$ cat src/rtl/qdeact_axis.sv
// qdeact_axis: two-stage streaming dequantizer; q*scale realigned to signed fixed point
// with round-half-up and saturation, valid/ready on both sides.
module qdeact_axis #(
  parameter int N   = 4,
  parameter int QB  = 8,
  parameter int QBF = 4,
  parameter int SB  = 8,
  parameter int SBF = 6,
  parameter int YB  = 12,
  parameter int YBF = 8
) (
  input  logic                  clk,
  input  logic                  rstn,
  input  logic                  s_valid,
  output logic                  s_ready,
  input  logic [N-1:0][QB-1:0]  s_data,
  input  logic [N-1:0][SB-1:0]  s_scale,
  input  logic                  s_last,
  output logic                  m_valid,
  input  logic                  m_ready,
  output logic [N-1:0][YB-1:0]  m_data,
  output logic                  m_last,
  input  logic                  sat_clr,
  output logic                  sat_flag
);
  localparam int PW = QB + 1 + SB;
  localparam int SH = QBF + SBF - YBF;
  localparam logic signed [PW:0] RND  = (PW+1)'((2 ** SH) / 2);
  localparam logic signed [PW:0] YMAX = (PW+1)'(2 ** (YB-1) - 1);
  localparam logic signed [PW:0] YMIN = -YMAX - (PW+1)'(1);
  if (QBF + SBF < YBF) begin : g_bad_fmt
    $error("qdeact_axis: QBF+SBF must be >= YBF");
  end
  logic v1, v2, last1, free1, free2;
  logic [N-1:0][PW-1:0] p_q;
  logic [N-1:0][YB-1:0] y_d;
  logic [N-1:0] sat_d;
  logic signed [PW:0] r [N];
  assign free2   = !v2 || m_ready;
  assign free1   = !v1 || free2;
  assign s_ready = free1;
  assign m_valid = v2;
  // one guard bit above the product keeps the rounding add from overflowing
  for (genvar i = 0; i < N; i++) begin : g_lane
    assign r[i]     = ($signed({p_q[i][PW-1], p_q[i]}) + RND) >>> SH;
    assign sat_d[i] = r[i] > YMAX || r[i] < YMIN;
    assign y_d[i]   = r[i] > YMAX ? YMAX[YB-1:0] : r[i] < YMIN ? YMIN[YB-1:0] : r[i][YB-1:0];
  end
  always_ff @(posedge clk or negedge rstn) begin
    if (!rstn) begin
      v1       <= 1'b0;
      v2       <= 1'b0;
      last1    <= 1'b0;
      p_q      <= '0;
      m_data   <= '0;
      m_last   <= 1'b0;
      sat_flag <= 1'b0;
    end else begin
      if (free1) begin
        v1 <= s_valid;
        if (s_valid) begin
          last1 <= s_last;
          for (int k = 0; k < N; k++)
            p_q[k] <= PW'($signed({1'b0, s_data[k]})) * PW'($signed(s_scale[k]));
        end
      end
      if (free2) begin
        v2 <= v1;
        if (v1) begin
          m_data <= y_d;
          m_last <= last1;
        end
      end
      if (free2 && v1 && |sat_d) sat_flag <= 1'b1;
      else if (sat_clr) sat_flag <= 1'b0;
    end
  end
endmodule
$ cat config.mk
export PLATFORM = sky130hd
export DESIGN_NAME = qdeact_axis
export DESIGN_NICKNAME = d
export VERILOG_FILES = /design/src/rtl/qdeact_axis.sv
export SDC_FILE = /design/constraint.sdc
export NUM_CORES = 1
export LEC_CHECK = 0
export BUFFER_PORTS_ARGS = -buffer_cell sky130_fd_sc_hd__buf_2
export CAP_MARGIN = 20
export CELL_PAD_IN_SITES_DETAIL_PLACEMENT = 0
export CELL_PAD_IN_SITES_GLOBAL_PLACEMENT = 2
export CORE_MARGIN = 3
export CORE_UTILIZATION = 42
export DETAILED_ROUTE_END_ITERATION = 12
export MAX_ROUTING_LAYER = met4
export PLACE_DENSITY = 0.89
export SYNTH_ARGS = -nofsm -noshare
export SYNTH_HDL_FRONTEND = slang
export SYNTH_SLANG_ARGS = --single-unit
$ cat constraint.sdc
create_clock -name clk -period 4.45 [get_ports clk]
set_input_delay 0.2225 -clock clk [delete_from_list [all_inputs] [get_ports clk]]
set_output_delay 0.2225 -clock clk [all_outputs]
set_load 0.01 [all_outputs]
==> impl_metrics.yaml, run 1 <==
cts:
  holdBufCountCts: 1
  path_clk_slew_ns: 0.06
  clockRootBuffer: "clkbuf_16"
  post_cts_resized: 0
  clock-sinks: 117
  cts_setup_buffers: 0
  cts_buffers: 17
  htreeDepth: 4
  cts_buffer_depth: 2
  insertion_delay_ns: 0.41
  cts_tree: "yes"
placement:
  gp_congestion: 0.839
  dp_hpwl_um: 25500
  post-place-ws_ns: 0.0203
  portBuffers: 121
  placed_cell_area_um2: 15500
worst_setup_path:
  crit_start: "s_data[0]"
  cp_slowest_cell: "fa_1"
  reg2reg_from: "p_q[37]"
  crit_required_ns: 4.78
  rr_worst_depth: 6
  start_kind: "input pin"
  crit_path_max_incr_delay_ns: 0.54
  arrival_ns: 4.29
  regToRegEndpoint: "sat_flag"
  path_cells: "buf_2 > nand2b_1 > fa_1 > fa_1 > inv_1 > fa_1 > inv_1 > fa_1 > inv_1 > ha_1 > o21ai_0 > a21oi_1 > o21ai_0 > o21ai_0 > a21o_1 > a211oi_1"
  cp_common_cell: "fa_1"
  critPathMaxFanout: 7
  ff2ff_setup_slack_ns: 1.51
  crit_type: "in2reg"
  cp-end-kind: "flip-flop"
final_layout:
  num_antenna_cells: 0
  area_growth_pct: 12.1
  n_fill_cell: 3333
  nets: 2094
  fin_area_um2: 16100
  drive_gt1_frac: 0.111
outcome:
  status: "finished clean"
global_routing:
  grt_pass1_vias: 11100
  grt_max_degree: 81
  grt_util_all_layers: 0.184
  grt_pass1_wl_um: 54200
  antenna_found_initial: 0
  gr-total-overflow: 0
synth:
  yosysMostFrequentCell: "inv_1"
  synthTopCellsByArea: "fa_1, dfrtp_1, ha_1"
  yosysTopAreaCell: "fa_1"
  synth_ff_type: "dfrtp_1"
  netlist_instances: 1581
  syn_area_um2: 14400
  ys_seq_elements: 117
  syn_nets: 1975
  netlist_top_cells_count: "inv_1, ha_1, and2_1"
  synth_edf_count: 0
  synth.distinct_cells: 55
  synth.yosys.seq_area_share: 0.203
  synth_top_area_frac: 0.206
  syn_avg_cell_area_um2: 9.11
  yosysWarnings: 0
  async_reset_ff_frac: 1.00
floorplan:
  core_area_um2: 33700
  start_util: 0.427
  rows: 67
  die_x_um: 191
  fp.dieH_um: 191
  dieArea_um2: 36600
  io_pins: 122
worst_hold_path:
  worstHoldEndpoint: "last1"
  holdCritStartpoint: "s_last"
  holdPathStages: 2
  hold_class: "in2reg"
power_and_ir_drop:
  max-vdd-ir-drop_uv: 282
  seq_power_share: 0.265
  powerDensity_nw_per_um2: 469
  power.leakage_nw: 7.83
  swShare: 0.434
  p_sw_mw: 3.29
  pwr-share-clk: 0.181
  power.total_mw: 7.57
  power.share.combinational: 0.555
  internal_power_mw: 4.28
sta:
  fmax_mhz: 252
  rsz0062_at_grt: "no"
  hold_viol_final: 0
  relSlewSlack: 0.256
  fin_hold_ws_ns: 0.0519
  slew_viol_final: 0
  fin_crit_sh: 0.891
  skew_ns: 0.00719
  finalWorstPathRequiredPeriod_ns: 3.96
  setup_viol: 0
  tightest_slew_ns: 1.12
  fin_ws_ns: 0.485
  tns_ns: 0
detailed_routing:
  routed_via_density: 5.06
  drt_pass1_iterations: 5
  wire_per_inst_um: 14.2
  drc: 0
  via_count: 10900
  postRouteAntennaNets: 0
  dr.first_iter.drc_count: 395
  routed_wl_um: 30800
flow_run:
  max_cap_viol_count: 0
cells in the final DEF (no fill, tap or decap), types with 13 or more instances in the layout:
cell type,count
buf_2,120
a21oi_1,27
o21a_1,38
buf_4,13
nand2b_1,34
ha_1,176
and2_1,163
nand3_1,32
o21ai_0,70
mux2_2,19
nand2_1,156
xor2_1,48
xnor2_1,34
nor3_1,15
dfrtp_1,117
inv_1,244
fa_1,148
clkbuf_16,17
o211ai_1,23
nor2_1,57
per-layer routing:
layer / wire (µm) / GRT usage
met5: 0 / -
met4: 161 / 0.0271
met3: 835 / 0.0242
met2: 14900 / 0.307
met1: 14800 / 0.248
layout make-up:
class / instances / area, µm² / area share
Clock buffer: 21 / 470 / 0.0291
Timing Repair Buffer: 134 / 708 / 0.0439
Clock inverter: 11 / 125 / 0.00775
Inverter: 244 / 916 / 0.0567
Sequential cell: 117 / 2930 / 0.181
Multi-Input combinational cell: 1186 / 10400 / 0.646
Tap cell: 448 / 561 / 0.0347
kinds of logic (layout without fill, tap and decap cells):
kind of cell | count (synthesis) | count (layout) | synth area share
buffers and inverters | 278 | 410 | 0.0727
and+or+nand+nor | 515 | 515 | 0.186
DFF | 117 | 117 | 0.203
AOI/OAI and AO/OA | 245 | 245 | 0.114
adders and majority gates | 324 | 324 | 0.359
xor gates and xnor gates | 82 | 82 | 0.0499
muxes | 20 | 20 | 0.0155
worst max path at each step:
stage | end | slack (ns) | cells after the start
6_report | p_q[16] | 0.49 | 16
5_1_grt | p_q[50] | 0.16 | 15
4_1_cts | p_q[16] | 0.48 | 16
3_5_place_dp | p_q[16] | 0.02 | 16
3_3_place_gp | p_q[16] | 0.07 | 16
2_1_floorplan | p_q[16] | 0.36 | 15
sequential cells by signal (all words and copies together), names as in the netlist:
register and count:
m_valid 1, m_last 1, sat_flag 1, last1 1, v1 1, p_q 64, m_data 48
critical path: cells and delay by family:
| kind | cells | cell delay, ns |
|---|---|---|
| AOI/OAI and AO/OA | 6 | 1.20 |
| adders and majority gates | 5 | 2.43 |
| buffers and inverters | 4 | 0.27 |
| and+or+nand+nor | 1 | 0.16 |
power groups by stage:
stage          Combinational [mW]  Sequential, mW  Clock, mW
4_1_cts                      4.30            2.01       1.40
2_1_floorplan                3.08            1.97          0
5_1_grt                      4.91            2.07       1.45
3_3_place_gp                 4.21            2.01          0
3_5_place_dp                 4.26            2.02          0
6_report                     4.20            2.00       1.37
stage by stage:
stage	std cells	util
3_3_place_gp	2128	0.461
5_1_grt	2161	0.479
4_1_cts	2161	0.479
2_1_floorplan	1581	-
6_report	2161	0.479
3_5_place_dp	2128	0.461
Note: power is estimated with default switching activity, not from simulation.
==> inputs of run 2 (changes only) <==
==> config.mk (replaced) <==
export PLATFORM = sky130hd
export DESIGN_NAME = qdeact_axis
export DESIGN_NICKNAME = d
export VERILOG_FILES = /design/src/rtl/qdeact_axis.sv
export SDC_FILE = /design/constraint.sdc
export NUM_CORES = 1
export LEC_CHECK = 0
export BUFFER_PORTS_ARGS = -buffer_cell sky130_fd_sc_hd__buf_2
export CAP_MARGIN = 20
export CORE_MARGIN = 3
export CORE_UTILIZATION = 60
export DETAILED_ROUTE_END_ITERATION = 12
export MAX_ROUTING_LAYER = met4
export PLACE_DENSITY = 0.81
export SYNTH_ARGS = -nofsm -noshare
export SYNTH_HDL_FRONTEND = slang
export SYNTH_SLANG_ARGS = --single-unit
==> run 2 against run 1 <==
  * Fmax fell by 1.7%
  * Critical path depth shrank 1
  * Register-to-register slack better by 0.06 ns
  * Clock-buffer cell count is 4 lower
  * Total power shrank 0.27%
  * Clock skew up 0.00086 ns
  * First-iteration DRC count is 34% higher
  * Worst hold slack got worse by 0.0058 ns
==> impl_metrics.yaml, run 2 (synthesized netlist as in run 1, its figures left out) <==
sta:
  relSlewSlack: 0.297
  slew_viol_final: 0
  setup_viol: 0
  fin_crit_sh: 0.906
  skew_ns: 0.00806
  hold_viol_final: 0
  rsz0062_at_grt: "no"
  fmax_mhz: 248
  finalWorstPathRequiredPeriod_ns: 4.03
  tns_ns: 0
  tightest_slew_ns: 1.05
final_layout:
  largest-register: "p_q"
  final_cell_mix: "inv_1, ha_1, and2_1"
  drive_gt1_frac: 0.109
  area_growth_pct: 10.9
  n_fill_cell: 1907
  top_regs: "p_q x64, m_data x48"
  final_common_cell: "inv_1"
  largest_register_ff_count: 64
  nets: 2090
floorplan:
  die_x_um: 161
  dieArea_um2: 25900
  start_util: 0.612
  fp.dieH_um: 161
  core_area_um2: 23500
  io_pins: 122
  rows: 56
cts:
  cts_buffers: 17
  cts_tree: "yes"
  cts_buffer_depth: 2
  clockRootBuffer: "clkbuf_16"
  post_cts_resized: 0
  htreeDepth: 4
  insertion_delay_ns: 0.41
  path_clk_slew_ns: 0.06
  clock-sinks: 117
worst_setup_path:
  path_cells: "buf_2 > nand2b_1 > fa_1 > fa_1 > inv_1 > fa_1 > inv_1 > fa_1 > inv_1 > ha_1 > o31ai_1 > a211oi_1 > o31ai_1 > xnor2_1 > o21ai_0"
  cp_slowest_cell: "fa_1"
  crit_path_max_incr_delay_ns: 0.55
  crit_type: "in2reg"
  start_kind: "input pin"
  critPathMaxFanout: 7
  arrival_ns: 4.30
  cp-end-kind: "flip-flop"
  crit_required_ns: 4.71
  cp_common_cell: "fa_1"
power_and_ir_drop:
  power.total_mw: 7.54
  powerDensity_nw_per_um2: 472
  power.leakage_nw: 7.81
  max-vdd-ir-drop_uv: 265
flow_run:
  max_cap_viol_count: 0
detailed_routing:
  routed_via_density: 5.48
  drc: 0
  routed_wl_um: 29000
  drt_pass1_iterations: 5
  wire_per_inst_um: 14.3
  via_count: 11100
  postRouteAntennaNets: 0
  dr.first_iter.drc_count: 529
worst_hold_path:
  hold_class: "in2reg"
placement:
  dp_hpwl_um: 23800
  portBuffers: 121
  gp_congestion: 0.874
global_routing:
  grt_util_all_layers: 0.242
  grt_pass1_wl_um: 51800
  gr-total-overflow: 0
  antenna_found_initial: 1
  grt_pass1_vias: 11200
  grt_max_degree: 86
outcome:
  status: "finished clean"
-- run 2: cell count changes in the layout (fill, tap and decap cells not counted), sizes merged --
cell,previous run,this run
diode,0,1
inv,245,246
buf,133,129
bufinv,2,3
clkbuf,21,17
clkinv,3,5
-- run 2: metrics by stage --
| stage | std cells | util | hold slack [ns] | area (µm²) | setup WS [ns] |
|---|---|---|---|---|---|
| final | 2029 | 0.678 | 0.0461 | 16000 | 0.418 |
| after global routing | 2029 | 0.678 | 0.0366 | 16000 | 0.195 |
| after global placement | 1995 | 0.652 | 0.408 | 15300 | 0.0961 |
| after CTS | 2028 | 0.678 | 0.0335 | 16000 | 0.405 |
| after detailed placement | 1995 | 0.652 | 0.414 | 15300 | -0.0251 |
| after floorplan | 1581 | - | -0.0731 | 14400 | 0.361 |
-- run 2: cell type report --
class	instances	area [µm²]	share of cell area
Clock inverter	15	181	0.0114
Tap cell	319	399	0.0250
Clock buffer	17	425	0.0266
Antenna cell	1	2.50	0.000157
Sequential cell	117	2930	0.183
Inverter	244	916	0.0574
Timing Repair Buffer	130	678	0.0425
Multi-Input combinational cell	1186	10400	0.654
-- run 2: repair_timing --
action                    CTS  global route
hold endpoints to repair   73             0
hold buffers                1             0
setup buffers               0             0
-- run 2: final timing paths --
| kind | startpoint | end | slack, ns | cells after the start |
|---|---|---|---|---|
| worst max-delay path | s_data[24] | p_q[67] | 0.42 | 15 |
| worst min-delay path | s_last | last1 | 0.05 | 2 |
| worst max register to register | p_q[2] | sat_flag | 1.57 | 7 |
| worst min register to register | m_data[11] | m_data[11] | 0.47 | 2 |
| max in group asynchronous | rstn | m_data[44] | 2.85 | 3 |
| min in group asynchronous | rstn | p_q[56] | 0.50 | 2 |
-- run 2: worst max-delay path, delay by kind of cell --
kind / cells / cell delay, ns
AOI/OAI and AO/OA: 4 / 1.09
buffers and inverters: 4 / 0.29
xor gates and xnor gates: 1 / 0.15
and+or+nand+nor: 1 / 0.17
adders and majority gates: 5 / 2.38
-- run 2: per-layer routing --
layer  GRT usage  wire [µm]
met2       0.411      14700
met1       0.320      13100
met5           -          0
met4      0.0555        346
met3      0.0224        770
-- run 2: power by group --
group	internal (mW)	total, mW	switching (mW)
clock	0.882	1.38	0.502
sequential	1.52	1.99	0.470
combinational	1.89	4.17	2.28
